**src/rtl/score_writer.sv**
```systemverilog
// Two-player score keeper that mirrors both scores into a display register block
// over a simple write bus, optionally restricting writes to vertical blanking.
module score_writer #(
   parameter int unsigned WIN_SCORE   = 5,
   parameter int unsigned SYNC_WRITES = 1
) (
   input  logic        clk,
   input  logic        rst,
   input  logic        p1_point_i,
   input  logic        p2_point_i,
   input  logic        clear_i,
   input  logic        vblank_i,
   output logic        MW_o,
   output logic [1:0]  address_o,
   output logic [31:0] data_o,
   output logic [1:0]  winner_o,
   output logic        busy_o
);

   localparam int unsigned SCORE_W = 4;
   localparam int unsigned DATA_W  = 32;
   localparam logic [SCORE_W-1:0] WIN = SCORE_W'(WIN_SCORE);

   typedef enum logic [1:0] {
      IDLE = 2'd0,
      WR1  = 2'd1,
      WR2  = 2'd2
   } state_t;

   state_t              state, state_n;
   logic [SCORE_W-1:0]  score1, score2, score1_n, score2_n;
   logic                dirty1, dirty2, dirty1_n, dirty2_n;
   logic [1:0]          winner_n;
   logic                mw_n, busy_n;
   logic [1:0]          addr_n;
   logic [DATA_W-1:0]   data_n;
   logic                permit, inc1, inc2, go1, go2, clr1, clr2;

   // Next-state, scoring and registered-output values
   always_comb begin
      state_n  = state;
      score1_n = score1;
      score2_n = score2;
      winner_n = winner_o;
      mw_n     = 1'b0;
      addr_n   = 2'b00;
      data_n   = '0;
      clr1     = 1'b0;
      clr2     = 1'b0;

      permit = vblank_i | (SYNC_WRITES == 0);
      go1    = dirty1 & permit;
      go2    = dirty2 & permit;
      inc1   = p1_point_i & (winner_o == 2'b00) & ~clear_i;
      inc2   = p2_point_i & (winner_o == 2'b00) & ~clear_i;

      unique case (state)
         IDLE: begin
            if (go1)      state_n = WR1;
            else if (go2) state_n = WR2;
         end
         WR1:     state_n = go2 ? WR2 : IDLE;
         WR2:     state_n = go1 ? WR1 : IDLE;
         default: state_n = IDLE;
      endcase

      // Write data is the score held at the edge that enters the write cycle
      if (state_n == WR1) begin
         mw_n   = 1'b1;
         addr_n = 2'b00;
         data_n = DATA_W'(score1);
         clr1   = 1'b1;
      end else if (state_n == WR2) begin
         mw_n   = 1'b1;
         addr_n = 2'b01;
         data_n = DATA_W'(score2);
         clr2   = 1'b1;
      end

      if (clear_i) begin
         score1_n = '0;
         score2_n = '0;
         winner_n = 2'b00;
      end else begin
         if (inc1) score1_n = score1 + SCORE_W'(1);
         if (inc2) score2_n = score2 + SCORE_W'(1);
         if (winner_o == 2'b00)
            winner_n = {score2 >= WIN, score1 >= WIN};
      end

      // A new point or a clear outranks the flag being consumed by a write
      dirty1_n = clear_i | inc1 | (dirty1 & ~clr1);
      dirty2_n = clear_i | inc2 | (dirty2 & ~clr2);
      busy_n   = dirty1_n | dirty2_n | mw_n;
   end

   always_ff @(posedge clk or posedge rst) begin
      if (rst) begin
         state     <= IDLE;
         score1    <= '0;
         score2    <= '0;
         dirty1    <= 1'b1;
         dirty2    <= 1'b1;
         winner_o  <= 2'b00;
         MW_o      <= 1'b0;
         address_o <= 2'b00;
         data_o    <= '0;
         busy_o    <= 1'b1;
      end else begin
         state     <= state_n;
         score1    <= score1_n;
         score2    <= score2_n;
         dirty1    <= dirty1_n;
         dirty2    <= dirty2_n;
         winner_o  <= winner_n;
         MW_o      <= mw_n;
         address_o <= addr_n;
         data_o    <= data_n;
         busy_o    <= busy_n;
      end
   end

endmodule

```
**config.mk**
```make
export PLATFORM = sky130hd
export DESIGN_NAME = score_writer
export DESIGN_NICKNAME = d
export VERILOG_FILES = /design/src/rtl/score_writer.sv
export SDC_FILE = /design/constraint.sdc
export NUM_CORES = 1
export LEC_CHECK = 0
export CAP_MARGIN = 30
export CORE_UTILIZATION = 44
export DETAILED_ROUTE_END_ITERATION = 10
export PLACE_DENSITY = 0.78
export SLEW_MARGIN = 20
export SYNTH_ARGS = -nofsm -noshare
export SYNTH_HDL_FRONTEND = slang
export SYNTH_SLANG_ARGS = --single-unit
```
**constraint.sdc**
```tcl
create_clock -name clk -period 2.55 [get_ports clk]
set_input_delay 0.3825 -clock clk [delete_from_list [all_inputs] [get_ports clk]]
set_output_delay 0.3825 -clock clk [all_outputs]
set_load 0.01 [all_outputs]
```
# == After elaboration in Yosys (flattened, before gate mapping) ==
# Cells that the tools add are included.
# Widths: inputs -> output; s select.
# word_totals
out_inout_bits,38
ff_bits,50
word_cells,59
inputBits,6
# op_classes
n_mux,19
n_addsub,2
n_eq_ne,4
n_reduce_logical,5
n_bitwise,17
order_cmp,2
# ops
cell,n
$mux 4,6
$mux 2,5
$add 4x1->4 const B,2
$and 1x1->1,8
$ge 4x3->1 const B,2
$mux 1,7
$or 1x1->1,6
$pmux 2 s3,1
$reduce_bool 2->1,3
$eq 2x1->1 const B,2
$eq 2x2->1 const B,2
$logic_not 2->1,2
$not 1->1,3

# == Logic depth before layout (Yosys ltp) ==
# depth
ltp_word,12
depth_mapped,9
mapped_depth_nobuf,8

# == Worst setup path before layout ==
# OpenSTA, ideal clock, no wires.
# synth_timing
path_type,flip-flop to flip-flop
startpoint,reg dirty1
endpoint,reg busy_o
arrival_time_ns,1.918
setup_ns,0.088
n_path_buf,1
path_stages_with_launch,10
t_required_ns,2.462
synth_period_minus_slack_ns,2.006
slack_ns,0.544
cell_sequence,dfstp_2 nand2_1 or2_1 inv_2 or3_1 ha_1 buf_2 clkinv_1 a211o_1 or3_1
# synth_via
elab_cells_between_ends,18
classes_between,eq/ne (2); mux (7); bitwise (9)
# synth_rtl
element,line,text
start: declaration,32,"logic dirty1, dirty2, dirty1_n, dirty2_n;"
start signal: assignment,113,dirty1 <= dirty1_n;
$and 1x1->1 (*),52,go1 = dirty1 & permit;
$mux 1 / $mux 2 (equally long branches),"63, 59",
$pmux 2 s3 (*),57,unique case (state)
named net state_n[0],30,"state_t state, state_n;"
$eq 2x1->1 (*),68,if (state_n == WR1) begin
$mux 1 (*),68,
$not 1->1 (*),92,dirty1_n = clear_i | inc1 | (dirty1 & ~clr1);
$and 1x1->1 (*),92,
$or 1x1->1 (*),92,
named net dirty1_n,32,
$or 1x1->1 (*) (2 in a row),94,busy_n = dirty1_n | dirty2_n | mw_n;
named net busy_n,34,"logic mw_n, busy_n;"
end signal: assignment,119,busy_o <= busy_n;
end: declaration,17,output logic busy_o
# Mark *: on every way through the listed nets, which the timed path passes. The rest lies on a longest branch.
# A chain may end at the register's enable or synchronous reset.

# == Final worst setup path ==
# layout_timing
startpoint,in vblank_i
endpoint,reg busy_o
# layout_via
elab_chain_cells,12
elab_cells_between_ends,21
classes_between,eq/ne (2); mux (9); bitwise (10)
# layout_rtl
element,line,text
start: declaration,12,"input logic vblank_i,"
$and 1x1->1,53,go2 = dirty2 & permit;
$mux 2,60,else if (go2) state_n = WR2;
$mux 2,59,if (go1) state_n = WR1;
$pmux 2 s3 (*),57,
named net state_n[0],30,
$eq 2x2->1,73,end else if (state_n == WR2) begin
$mux 1,73,
$mux 1 (*),68,
named net clr2,37,"logic permit, inc1, inc2, go1, go2, clr1, clr2;"
$not 1->1 (*),93,dirty2_n = clear_i | inc2 | (dirty2 & ~clr2);
$and 1x1->1 (*),93,
$or 1x1->1 (*),93,
named net dirty2_n,32,
$or 1x1->1 (*) (2 in a row),94,
named net busy_n,34,
# Marked as above.

==> out/summary.json <==
{
  "floorplanning": {
    "die_area_mm2": 0.00302,
    "floorplan.core_area_mm2": 0.00257,
    "fp-row-count": 18,
    "chipWidth_um": 55.0,
    "initial_core_util_pct": 48.1,
    "dieHeight_um": 55.0,
    "ios": 44
  },
  "placement": {
    "dpl.hpwl_um": 1500,
    "buffer_ports.inserted": 14,
    "routabilityCongestion": 0.765,
    "detailed_place.area_mm2": 0.00130
  },
  "worst_hold_path": {
    "worstHoldStart": "state[1]",
    "timing.hold.worst.class": "reg -> reg"
  },
  "timing": {
    "setup_violations": 0,
    "post_layout_min_period_ps": 2090,
    "final_max_slew_viol_count": 0,
    "skew_ps": 7.00,
    "part_of_the_cycle_the_worst_path_needs_pct": 82.1,
    "aggregate_negative_setup_slack_ps": 0,
    "hold_viol_final": 0,
    "relSlewSlack_pct": 47.8,
    "maxClockFrequency_mhz": 478,
    "setup_repair_after_global_routing_missed_its_margin": "false",
    "worst-slew-pin-transition_ps": 782,
    "worst_hold_slack_ps": 496
  },
  "grt": {
    "antenna_found_initial": 0,
    "first_pass_grt_wire_length_um": 3380,
    "groute.usage.overall_pct": 16.0,
    "grt_start_max_net_pins": 22,
    "grt-ovfl-total": 0,
    "number_of_global_route_vias_before_repair": 790
  },
  "synthesis": {
    "synth_top_flop_cell": "dfrtp_1",
    "postSynth.asyncResetShare_pct": 100,
    "post-synth-top-count-cell": "buf_4",
    "ys.warnings.count": 0,
    "proportion_of_synthesized_chip_area_in_sequential_cells_pct": 42.9,
    "yosys.area.top_type": "dfrtp_1",
    "synth_cell_types": 28,
    "proportion_of_netlist_area_held_by_the_largest_area_contributor_pct": 36.5,
    "post_synthesis_instance_total": 127,
    "commonest_cells_in_the_synthesized_netlist": "29 x buf_4, 18 x dfrtp_1, 13 x inv_1",
    "synth_enable_flop_cells": 0,
    "syn-mean-instance-area_um2": 9.72,
    "syn-cell-area_mm2": 0.00123,
    "synth.top_cells.by_area": "dfrtp_1 36%, buf_4 18%, ha_1 9.1%",
    "yosys_register_bits": 21
  },
  "detailed_routing": {
    "vias": 805,
    "drt-vias-per-instance": 4.65,
    "drtAntennaViolNets": 0,
    "routed_wirelength_um": 1980,
    "drtIter0Drc": 7,
    "detail_route.drc_violations": 0,
    "drt_pre_antenna_iters": 4,
    "routedWlPerCell_um": 11.5
  },
  "clock_network": {
    "numCtsBuffers": 3,
    "cts.reportedPaths.clkPinSlew_ps": 120,
    "postCtsHoldBufs": 0,
    "cts-root-to-sink-buffers": 2,
    "number_of_clock_sinks_seen_by_cts": 21,
    "postCtsSetupBuffers": 0,
    "clk_latency_ps": 300,
    "cts.root.buffer_cell": "clkbuf_4",
    "tritoncts": "yes",
    "post_cts.resized_instances": 0,
    "cts_htree_levels": 1
  },
  "setup_path": {
    "crit-reg2reg-launch": "dirty1",
    "critical_path_top_delay_cell": "clkdlybuf4s50_1",
    "crit_path_end_kind": "flop",
    "reg2reg_setup_slack_ps": 560,
    "critical_path.startpoint": "vblank_i",
    "crit_path_cell_trace": "clkdlybuf4s50_1 -> nand2_1 -> or2_1 -> inv_2 -> nor3_1 -> ha_1 -> inv_1 -> a211o_1 -> or3_1",
    "arrival_ps": 2330,
    "critical_path.n_buffers_inverters": 3,
    "crit_path_start_kind": "input port",
    "worstPathRequired_ps": 2780,
    "worstPathMaxFanout": 4,
    "timing_worst_setup_path_type": "in -> reg",
    "cpPeakStageDelay_ps": 410,
    "critical-path-top-delay-family": "simple AND/OR/NAND/NOR gates"
  },
  "finish": {
    "post_route_cells_drive_above_1_share_pct": 7.69,
    "multi_input_comb_area_um2": 528,
    "design_area_mm2": 0.00133,
    "antenna-diode-count": 0,
    "seqCellArea_um2": 529,
    "syn2layout_area_growth_pct": 7.40,
    "filler_cell_count": 246,
    "layout.nets": 159
  },
  "power": {
    "worst_ir_drop_vdd_v": 0.000296,
    "power_density_mw_per_mm2": 491,
    "static-leakage-power_nw": 0.661,
    "total_power_after_layout_w": 0.000651
  },
  "run": {
    "cap_violations": 0
  },
  "outcome": {
    "status": "finished, final reports clean"
  }
}
-- logic make-up (layout without fill, tap and decap cells) --
kind of cell / count (synthesis) / in the layout / synth area share (%)
DFF: 21 / 21 / 42.9
and+or+nand+nor: 30 / 30 / 13.1
buffers and inverters: 46 / 34 / 22.9
muxes: 2 / 2 / 1.62
AOI/OAI and AO/OA: 14 / 14 / 7.30
adders and majority gates: 9 / 9 / 9.12
xor gates and xnor gates: 4 / 4 / 2.84
other: 1 / 29 / 0.304
-- where the power goes --
group | internal, W | leakage (nW) | switching, W
Combinational | 0.0000494 | 0.369 | 0.0000727
Sequential | 0.000354 | 0.275 | 0.0000187
Clock | 0.0000583 | 0.0177 | 0.0000976
-- cell type report --
type / count / area share (%)
clock buffers: 3 / 1.70
clock inverters: 1 / 0.377
well taps: 30 / 2.83
flip-flops and latches: 21 / 39.9
repair buffers: 15 / 11.1
multi-input cells: 88 / 39.8
inverters: 15 / 4.25
-- layer usage --
layer  wire [µm]  GRT usage, %
met4          35          9.58
met1         824          18.3
met2        1020          27.5
met3         100          2.73
met5           0             0
-- worst paths after layout --
kind / to / depth (start not counted)
max: busy_o / 9
min: state[1] / 1
max reg2reg: busy_o / 8
min reg2reg: state[1] / 1
max in group asynchronous: score1[3] / 2
min in group asynchronous: data_o[3] / 2
-- sequential cells by signal, summed over array words and instances (netlist names), 2 cells and up --
name      count
data_o        4
score2        4
state         2
score1        4
winner_o      2
-- metrics by stage --
step | utilization [%] | setup slack (ps) | instances
floorplan | - | 544 | 155
global placement | 50.6 | 250 | 169
detailed placement | 50.6 | 114 | 169
CTS | 51.7 | 469 | 173
global route | 51.7 | 301 | 173
finish | 51.7 | 457 | 173
-- placed cells by master (no fill, tap or decap), types with 3 or more instances in the layout --
cell type / Yosys / layout
dfstp_2: 3 / 3
nor2_1: 8 / 8
clkbuf_4: 0 / 3
dfrtp_1: 18 / 18
ha_1: 9 / 9
clkdlybuf4s50_1: 0 / 14
conb_1: 1 / 29
nand2_1: 10 / 10
o21ai_1: 4 / 4
xnor2_1: 4 / 4
inv_1: 13 / 13
-- worst register-to-register path: cells and delay by family, from the launching register on --
kind | cells | cell delay [ps]
AND/OR/NAND/NOR | 4 | 750
flip-flops | 1 | 550
AO/OA/AOI/OAI | 1 | 300
buffers and inverters | 2 | 170
adder cells (fa/ha/maj) | 1 | 170
No activity file was read; power rests on OpenSTA's default activity.
